[config.mk]
export PLATFORM = sky130hd
export DESIGN_NAME = alu_exec_unit
export DESIGN_NICKNAME = d
export VERILOG_FILES = /design/src/rtl/alu_exec_unit_pkg.sv /design/src/rtl/alu_exec_unit_seq_multiplier.sv /design/src/rtl/alu_exec_unit.sv
export SDC_FILE = /design/constraint.sdc
export NUM_CORES = 1
export LEC_CHECK = 0
export CAP_MARGIN = 20
export CORE_AREA = 3 3 155 157
export CTS_BUF_LIST = sky130_fd_sc_hd__clkbuf_8 sky130_fd_sc_hd__clkbuf_16
export CTS_CLUSTER_SIZE = 8
export DETAILED_ROUTE_END_ITERATION = 10
export DIE_AREA = 0 0 158 160
export HOLD_SLACK_MARGIN = 0.08
export SLEW_MARGIN = 20
export SYNTH_ARGS = -nofsm -noshare
export SYNTH_HDL_FRONTEND = slang
export SYNTH_SLANG_ARGS = --single-unit
[constraint.sdc]
create_clock -name Clock -period 5.6 [get_ports Clock]
set_clock_uncertainty 0.2 [all_clocks]
set_input_delay 1.4 -clock Clock [delete_from_list [all_inputs] [get_ports Clock]]
set_output_delay 1.4 -clock Clock [all_outputs]
set_load 0.01 [all_outputs]
[src/rtl/alu_exec_unit_pkg.sv]
// Shared definitions for the MiniAlu execution unit: opcode numbering used by
// the decoder, the execution unit and its testbench.
package alu_exec_unit_pkg;

  localparam int unsigned OP_NOP  = 0;
  localparam int unsigned OP_LED  = 1;
  localparam int unsigned OP_BLE  = 2;
  localparam int unsigned OP_STO  = 3;
  localparam int unsigned OP_ADD  = 4;
  localparam int unsigned OP_JMP  = 5;
  localparam int unsigned OP_SUB  = 6;
  localparam int unsigned OP_SMUL = 7;
  localparam int unsigned OP_UMUL = 8;

endpackage

[src/rtl/alu_exec_unit_seq_multiplier.sv]
// Unsigned shift-add multiplier core: loads on iStart, then performs one
// add-and-shift step per cycle for WIDTH cycles.
module seq_multiplier
  import alu_exec_unit_pkg::*;
#(
  parameter int WIDTH = 16
) (
  input  logic               Clock,
  input  logic               Reset,
  input  logic               iStart,
  input  logic [WIDTH-1:0]   iA,
  input  logic [WIDTH-1:0]   iB,
  output logic               oDone,
  output logic [2*WIDTH-1:0] oProduct
);

  localparam int CW = $clog2(WIDTH);

  logic [WIDTH-1:0]   r_multiplicand;
  logic [2*WIDTH-1:0] r_acc;
  logic [CW-1:0]      r_count;
  logic               r_run;
  logic [WIDTH:0]     w_sum;

  // Upper half accumulates; lower half starts as the multiplier and drains out
  assign w_sum = {1'b0, r_acc[2*WIDTH-1:WIDTH]}
               + (r_acc[0] ? {1'b0, r_multiplicand} : {(WIDTH+1){1'b0}});

  always_ff @(posedge Clock or negedge Reset) begin
    if (!Reset) begin
      r_multiplicand <= '0;
      r_acc          <= '0;
      r_count        <= '0;
      r_run          <= 1'b0;
    end else if (iStart) begin
      r_multiplicand <= iA;
      r_acc          <= {{WIDTH{1'b0}}, iB};
      r_count        <= '0;
      r_run          <= 1'b1;
    end else if (r_run) begin
      r_acc <= {w_sum, r_acc[WIDTH-1:1]};
      if (r_count == CW'(WIDTH - 1)) begin
        r_run   <= 1'b0;
        r_count <= '0;
      end else begin
        r_count <= r_count + 1'b1;
      end
    end
  end

  // High during the final step; oProduct is complete from the next cycle on
  assign oDone    = r_run && (r_count == CW'(WIDTH - 1));
  assign oProduct = r_acc;

endmodule

[src/rtl/alu_exec_unit.sv]
// MiniAlu execution unit: valid/ready operation intake, single-cycle ALU ops
// and an iterative signed/unsigned multiply with registered result strobes.
module alu_exec_unit
  import alu_exec_unit_pkg::*;
#(
  parameter int WIDTH = 16,
  parameter int OPW   = 4
) (
  input  logic             Clock,
  input  logic             Reset,
  input  logic             iValid,
  output logic             oReady,
  input  logic [OPW-1:0]   iOperation,
  input  logic [WIDTH-1:0] iSourceData0,
  input  logic [WIDTH-1:0] iSourceData1,
  input  logic [WIDTH-1:0] iImmediate,
  output logic             oValid,
  output logic [WIDTH-1:0] oResult,
  output logic [WIDTH-1:0] oResultHI,
  output logic             oWriteEnable,
  output logic             oBranchTaken,
  output logic             oLedEnable,
  output logic             oBusy
);

  localparam logic [OPW-1:0] L_LED  = OPW'(OP_LED);
  localparam logic [OPW-1:0] L_BLE  = OPW'(OP_BLE);
  localparam logic [OPW-1:0] L_STO  = OPW'(OP_STO);
  localparam logic [OPW-1:0] L_ADD  = OPW'(OP_ADD);
  localparam logic [OPW-1:0] L_JMP  = OPW'(OP_JMP);
  localparam logic [OPW-1:0] L_SUB  = OPW'(OP_SUB);
  localparam logic [OPW-1:0] L_SMUL = OPW'(OP_SMUL);
  localparam logic [OPW-1:0] L_UMUL = OPW'(OP_UMUL);

  typedef enum logic [1:0] {
    S_IDLE = 2'd0,
    S_MUL  = 2'd1,
    S_FIX  = 2'd2
  } state_t;

  state_t             r_state;
  logic               r_ready;
  logic               r_busy;
  logic               r_valid;
  logic [WIDTH-1:0]   r_result;
  logic [WIDTH-1:0]   r_resultHI;
  logic               r_we;
  logic               r_branch;
  logic               r_led;
  logic               r_negate;

  logic               w_accept;
  logic               w_isSmul;
  logic               w_isMul;
  logic               w_start;
  logic [WIDTH-1:0]   w_magA;
  logic [WIDTH-1:0]   w_magB;
  logic               w_mulLast;
  logic [2*WIDTH-1:0] w_product;
  logic [2*WIDTH-1:0] w_fixed;

  assign w_accept = iValid && r_ready;
  assign w_isSmul = (iOperation == L_SMUL);
  assign w_isMul  = w_isSmul || (iOperation == L_UMUL);
  assign w_start  = w_accept && w_isMul;

  // Signed operands become unsigned magnitudes; the most-negative value maps to 2^(WIDTH-1)
  assign w_magA = (w_isSmul && iSourceData0[WIDTH-1]) ? -iSourceData0 : iSourceData0;
  assign w_magB = (w_isSmul && iSourceData1[WIDTH-1]) ? -iSourceData1 : iSourceData1;

  seq_multiplier #(
    .WIDTH(WIDTH)
  ) u_mult (
    .Clock   (Clock),
    .Reset   (Reset),
    .iStart  (w_start),
    .iA      (w_magA),
    .iB      (w_magB),
    .oDone   (w_mulLast),
    .oProduct(w_product)
  );

  assign w_fixed = r_negate ? -w_product : w_product;

  always_ff @(posedge Clock or negedge Reset) begin
    if (!Reset) begin
      r_state    <= S_IDLE;
      r_ready    <= 1'b1;
      r_busy     <= 1'b0;
      r_valid    <= 1'b0;
      r_result   <= '0;
      r_resultHI <= '0;
      r_we       <= 1'b0;
      r_branch   <= 1'b0;
      r_led      <= 1'b0;
      r_negate   <= 1'b0;
    end else begin
      r_valid  <= 1'b0;
      r_we     <= 1'b0;
      r_branch <= 1'b0;
      r_led    <= 1'b0;
      case (r_state)
        S_IDLE: begin
          if (w_accept && w_isMul) begin
            r_state  <= S_MUL;
            r_ready  <= 1'b0;
            r_busy   <= 1'b1;
            r_negate <= w_isSmul && (iSourceData0[WIDTH-1] ^ iSourceData1[WIDTH-1]);
          end else if (w_accept) begin
            r_valid    <= 1'b1;
            r_resultHI <= '0;
            case (iOperation)
              L_LED: begin
                r_result <= iSourceData1;
                r_led    <= 1'b1;
              end
              L_BLE: r_branch <= ($signed(iSourceData1) <= $signed(iSourceData0));
              L_STO: begin
                r_result <= iImmediate;
                r_we     <= 1'b1;
              end
              L_ADD: begin
                r_result <= iSourceData1 + iSourceData0;
                r_we     <= 1'b1;
              end
              L_JMP: r_branch <= 1'b1;
              L_SUB: begin
                r_result <= iSourceData1 - iSourceData0;
                r_we     <= 1'b1;
              end
              default: ;
            endcase
          end
        end
        S_MUL: begin
          if (w_mulLast) r_state <= S_FIX;
        end
        S_FIX: begin
          {r_resultHI, r_result} <= w_fixed;
          r_valid <= 1'b1;
          r_ready <= 1'b1;
          r_busy  <= 1'b0;
          r_state <= S_IDLE;
        end
        default: r_state <= S_IDLE;
      endcase
    end
  end

  assign oReady       = r_ready;
  assign oBusy        = r_busy;
  assign oValid       = r_valid;
  assign oResult      = r_result;
  assign oResultHI    = r_resultHI;
  assign oWriteEnable = r_we;
  assign oBranchTaken = r_branch;
  assign oLedEnable   = r_led;

endmodule

==> flow_summary.json, run 1 <==
{
  "crit_end": "oResult[8]",
  "fin_crit_sh_pct": 79.8,
  "max_freq_ghz": 0.224,
  "ir_drop_mv": 0.157,
  "place_hpwl_um": 20200,
  "synth_nets": 1093,
  "cts-root-buf": "clkbuf_16",
  "power_density_nw_per_um2": 404,
  "synth_compound_area_share_pct": 22.8,
  "synth-simple-area-share_pct": 19.7,
  "yosysWarnings": 0,
  "grt_pass1_vias": 7037,
  "overflow": 0,
  "status": "complete, no violations",
  "grt_util_all_layers_pct": 20.6,
  "r2r_end": "u_mult.oProduct[31]",
  "wl_per_cell_um": 19.6,
  "worst_setup_path_end_kind": "flop",
  "p_leak_nw": 3.96,
  "io_buffers": 92,
  "netlist.area_leader.share_pct": 29.4,
  "finalPower_mw": 3.81,
  "hold_class": "reg2reg",
  "core-area_um2": 22600,
  "regToRegStartpoint": "u_mult.oProduct[0]",
  "worst_setup_path_start_kind": "primary input",
  "muxShareOfSynthArea_pct": 5.37,
  "cts_htree_levels": 3,
  "row_count": 55,
  "post_dp_cell_area_um2": 9110,
  "hold_buffers": 0,
  "clk_latency_ps": 350,
  "path_cells": "clkdlybuf4s50_1 -> ha_1 -> fa_1 -> nor2b_1 -> o221a_2 -> or3_1 -> nor4_1 -> o31ai_1 -> a2111oi_0 -> nor2_1",
  "required_ps": 5630,
  "die_area_um2": 25300,
  "critical_path_buf_inv_count": 1,
  "crit_cells": 10,
  "reg2reg_depth": 10,
  "fin_setup_tns_ps": 0,
  "min_period_ps": 4470,
  "drv_cap": 0,
  "cp_max_fo": 5,
  "synth.cell_area_um2": 7930,
  "hold_violations": 0,
  "syn_to_final_growth_pct": 19.0,
  "critPathMaxStageDelay_ps": 570,
  "critPathTopFamily": "simple AND/OR/NAND/NOR gates",
  "slew_violations": 0,
  "synth_seq_cells": 94,
  "post_cts_buffers": 0,
  "yosysUniqueCellTypes": 67,
  "synth_top_cell_by_area": "dfrtp_1",
  "num_vias": 7641,
  "cts_sinks": 94,
  "drt-total-wl_um": 26200,
  "antenna_left": 0,
  "cts_resized": 0,
  "synth_enable_flop_cells": 0,
  "cts_buffer_depth": 2,
  "die_w_um": 158,
  "cts_buffers": 9,
  "grt_antenna_before_repair": 0,
  "slowest_stage": "clkdlybuf4s50_1",
  "path_class": "in2reg",
  "avgSynthCellArea_um2": 8.05,
  "synthAdderAreaFrac_pct": 8.81,
  "nNetsFinal": 1155,
  "dr.pass1.iters": 5,
  "relSlewSlack_pct": 29.0,
  "pin_count": 93,
  "reg2reg_setup_slack_ps": 2180,
  "ys_seq_area_share_pct": 29.7,
  "drive_gt1_share_pct": 4.38,
  "max_slew.worst_pin.slew_ps": 1060,
  "grt_pass1_wl_um": 40900,
  "timing.final.setup_violations": 0,
  "synth_top_family_by_area": "compound AO/OA/AOI/OAI gates",
  "synthCells": 984,
  "gp_congestion": 0.936,
  "route.detailed.drc": 0,
  "arrival_ps": 4500,
  "n_antenna_cell": 0,
  "crit_path_start": "iSourceData1[0]",
  "initial_utilization_pct": 35.0,
  "die_h_um": 160,
  "synth-xor-area-share_pct": 8.73,
  "postLayoutCoreUtil_pct": 41.6,
  "synth_flop_cell": "dfrtp_1",
  "grt_max_degree": 73,
  "viasPerCell": 5.72,
  "drtIter0Drc": 645,
  "synth_async_sr_flop_share_pct": 100,
  "cts_tree": "done",
  "final_area_um2": 9430,
  "clk_pin_slew_ps": 70,
  "rsz0062_at_grt": "no",
  "yosys-top-cells-area": "dfrtp_1, ha_1, o21ai_0",
  "hold_ws_ps": 273
}
[cells in the mapped netlist, drive strengths merged (5+ instances only)]
| master | instances |
|---|---|
| a211oi | 8 |
| a21o | 5 |
| a21oi | 57 |
| a222oi | 5 |
| a22oi | 6 |
| a31oi | 13 |
| and2 | 16 |
| clkbuf | 51 |
| dfrtp | 93 |
| ha | 51 |
| inv | 49 |
| mux2i | 38 |
| nand2 | 98 |
| nand2b | 13 |
| nand3 | 18 |
| nand4 | 7 |
| nor2 | 89 |
| nor2b | 10 |
| nor3 | 32 |
| nor4 | 12 |
| o21a | 8 |
| o21ai | 100 |
| o31ai | 23 |
| o41ai | 6 |
| or3 | 17 |
| or4 | 8 |
| xnor2 | 42 |
| xor2 | 37 |
[state kept, by name, summed over array words and instances, names as in the netlist, 2 cells and up]
| signal | cells |
|---|---|
| oResultHI | 16 |
| oResult | 16 |
| u_mult.r_count | 4 |
| u_mult.oProduct | 32 |
| u_mult.r_multiplicand | 16 |
| r_state | 2 |
[metrics by stage]
step                      cells  setup slack (ps)
after floorplan             984              1830
after global placement     1320               915
after detailed placement   1320               884
after CTS                  1336              1230
after global routing       1336               987
final                      1336              1130
[metal layers]
layer / track usage [%] / wire length (um)
met2: 28.9 / 11100
met1: 32.5 / 13000
met5: 0 / 0
met4: 5.36 / 345
met3: 3.20 / 1760
[how the worst min path moves through the flow]
stage                                         start                   endpoint  slack [ps]  depth (start not counted)
after CTS                 u_mult.r_multiplicand[11]  u_mult.r_multiplicand[11]         280                          2
after detailed placement  u_mult.r_multiplicand[11]  u_mult.r_multiplicand[11]         270                          2
after global routing                   oResultHI[1]               oResultHI[1]         300                          2
after floorplan           u_mult.r_multiplicand[15]  u_mult.r_multiplicand[15]         240                          2
final                     u_mult.r_multiplicand[11]  u_mult.r_multiplicand[11]         270                          2
after global placement    u_mult.r_multiplicand[15]  u_mult.r_multiplicand[15]         260                          2
[power breakdown]
part	total, mW	internal [mW]	switching, mW
sequential	1.37	0.969	0.398
combinational	1.78	0.874	0.902
clock	0.669	0.399	0.270
total	3.81	2.24	1.57
[cell families (layout without fill, tap and decap cells)]
family	after synthesis	after routing
simple gates	329	329
compound gates	283	283
buf+inv	103	170
flops	94	94
xor+xnor	79	79
fa+ha+maj	54	54
mux	42	42
[tightest hold or removal path: stages, from the launching register on]
cell and delay [ps]:
dfrtp_1 340, nand2_1 40, o21ai_0 60
[layout by cell type (no fill, tap or decap), types with 7 or more instances in the layout]
cell type | synthesis | final
a211oi_1 | 8 | 8
nand2b_1 | 13 | 13
a31oi_1 | 13 | 13
nor2_1 | 89 | 89
buf_4 | 0 | 14
nor3_1 | 32 | 32
ha_1 | 51 | 51
inv_1 | 49 | 52
clkbuf_16 | 0 | 9
o31ai_1 | 21 | 21
dfrtp_1 | 93 | 91
or4_1 | 7 | 7
nor2b_1 | 10 | 9
o21ai_0 | 87 | 87
nand4_1 | 7 | 7
nand3_1 | 18 | 18
o21ai_1 | 13 | 13
nor4_1 | 12 | 11
and2_1 | 16 | 16
clkdlybuf4s50_1 | 0 | 91
a21oi_1 | 57 | 57
xor2_1 | 37 | 37
nand2_1 | 98 | 98
mux2i_1 | 38 | 38
xnor2_1 | 42 | 42
or3_1 | 15 | 15
o21a_1 | 8 | 8
[final cells by class]
class / instances / area [um^2]
clock buffers: 10 / 239
clock inverters: 6 / 78.8
multi-input cells: 787 / 5200
repair buffers: 105 / 1020
inverters: 49 / 184
fillers: 2262 / 13200
flip-flops and latches: 94 / 2360
well taps: 285 / 357
No activity file was read; power rests on OpenSTA's default activity.
==> run 2: changes to the inputs <==
- clock period: 5.6 -> 4.45 ns (I/O delays scaled with it)
==> flow_summary.json, run 2 (synthesis results as in run 1) <==
{
  "n_fill_cell": 2295,
  "hold_buffers": 0,
  "viasPerCell": 5.58,
  "cts-root-buf": "clkbuf_16",
  "cts_tree": "done",
  "cts_buffer_depth": 2,
  "final_common_cell": "nand2_1",
  "relSlewSlack_pct": 32.0,
  "cts_buffers": 9,
  "overflow": 0,
  "dr.pass1.iters": 7,
  "drtIter0Drc": 643,
  "min_period_ps": 4050,
  "cts_htree_levels": 3,
  "stdcell_count": 1364,
  "n_antenna_cell": 0,
  "final_cell_mix": "nand2_1, dfrtp_1, clkdlybuf4s50_1",
  "cpMostUsedCell": "inv_1",
  "clk_pin_slew_ps": 80,
  "multi_input_area_um2": 5200,
  "cts_resized": 0,
  "grt_pass1_vias": 6986,
  "slew_violations": 0,
  "initial_utilization_pct": 35.0,
  "status": "complete, no violations",
  "regArea_um2": 2350,
  "p_leak_nw": 4.09,
  "grt_antenna_before_repair": 0,
  "cp_max_fo": 5,
  "antenna_left": 0,
  "drive_gt1_share_pct": 7.04,
  "die_h_um": 160,
  "ir_drop_mv": 0.215,
  "fin_setup_tns_ps": 0,
  "worst_setup_path_end_kind": "flop",
  "pin_count": 93,
  "slowest_stage": "clkdlybuf4s50_1",
  "io_buffers": 92,
  "grt_util_all_layers_pct": 20.7,
  "critPathMaxStageDelay_ps": 560,
  "core-area_um2": 22600,
  "clk_latency_ps": 350,
  "rsz0062_at_grt": "no",
  "nNetsFinal": 1183,
  "syn_to_final_growth_pct": 21.6,
  "grt_max_degree": 53,
  "gp_congestion": 0.941,
  "dp_cells": 1348,
  "timing.final.setup_violations": 0,
  "arrival_ps": 4090,
  "grt_pass1_wl_um": 40900,
  "fin_crit_sh_pct": 91.1,
  "hold_class": "reg2reg",
  "num_vias": 7605,
  "path_cells": "clkdlybuf4s50_1 -> inv_1 -> ha_1 -> inv_1 -> fa_1 -> a211oi_1 -> o21ai_0 -> nand2_1 -> a21oi_1 -> or4_1 -> a2111oi_0 -> nor2_1",
  "cts_sinks": 94,
  "largest_reg_flops": 32,
  "hold_violations": 0,
  "die_area_um2": 25300,
  "max_slew.worst_pin.slew_ps": 1020,
  "post_cts_buffers": 0,
  "drt-total-wl_um": 26300,
  "worst_setup_path_start_kind": "primary input",
  "required_ps": 4480,
  "row_count": 55,
  "place_hpwl_um": 21000,
  "drv_cap": 0,
  "power_density_nw_per_um2": 496,
  "wl_per_cell_um": 19.3,
  "die_w_um": 158,
  "path_class": "in2reg",
  "route.detailed.drc": 0,
  "max_freq_ghz": 0.247
}
run 2: cell types whose count changed in the layout (fill, tap and decap cells not counted), sizes merged:
cell	delta
inv	+1
clkinv	+2
clkbuf	-1
bufinv	-2
buf	+28
run 2: power by group:
part           switching (mW)  internal [mW]  leakage [nW]
registers               0.432           1.22          1.18
logic                    1.23           1.13          2.77
clock network           0.379          0.393         0.142
total                    2.04           2.74          4.09
run 2: cell type report:
cell class                 count  area share [%]
multi-input combinational    787            53.9
sequential                    94            24.4
timing repair buffer         133            13.0
tap                          285            3.70
clock buffer                   9            2.34
inverter                      49            1.91
clock inverter                 7           0.688
run 2: path summary, 6_finish.rpt:
check / startpoint / end / slack [ps] / depth (start not counted)
min in group asynchronous: Reset / u_mult.oProduct[26] / 550 / 1
max in group asynchronous: Reset / u_mult.oProduct[12] / 2790 / 2
min: u_mult.r_multiplicand[15] / u_mult.r_multiplicand[15] / 280 / 2
min reg2reg: u_mult.r_multiplicand[15] / u_mult.r_multiplicand[15] / 280 / 2
max reg2reg: u_mult.oProduct[0] / u_mult.oProduct[31] / 1030 / 11
max: iSourceData1[0] / oResult[8] / 400 / 12
run 2: metal layers:
layer	vias up	share of wire [%]	track usage, %
met5	-	0	0
met4	0	1.3	4.15
met1	3591	50	33.1
met3	25	7.0	3.60
met2	260	42	29.0
li1	3729	-	-
run 2: critical path: cells and delay by family:
family                   cells  cell delay (ps)
AND/OR/NAND/NOR              3              610
AO/OA/AOI/OAI                4              970
adder cells (fa/ha/maj)      2              600
buffers and inverters        3              790
run 2: through the flow:
stage / util [%] / worst slack (ps) / power (mW) / cell area (um^2) / hold slack [ps]
4_1_cts: 42.6 / 435 / 4.79 / 9640 / 278
3_5_place_dp: 41.3 / 81.5 / 4.00 / 9340 / 260
5_1_grt: 42.6 / 158 / 5.16 / 9640 / 302
6_report: 42.6 / 395 / 4.78 / 9640 / 276
2_1_floorplan: - / 970 / 3.16 / 7930 / 238
3_3_place_gp: 41.3 / 116 / 3.96 / 9340 / 257
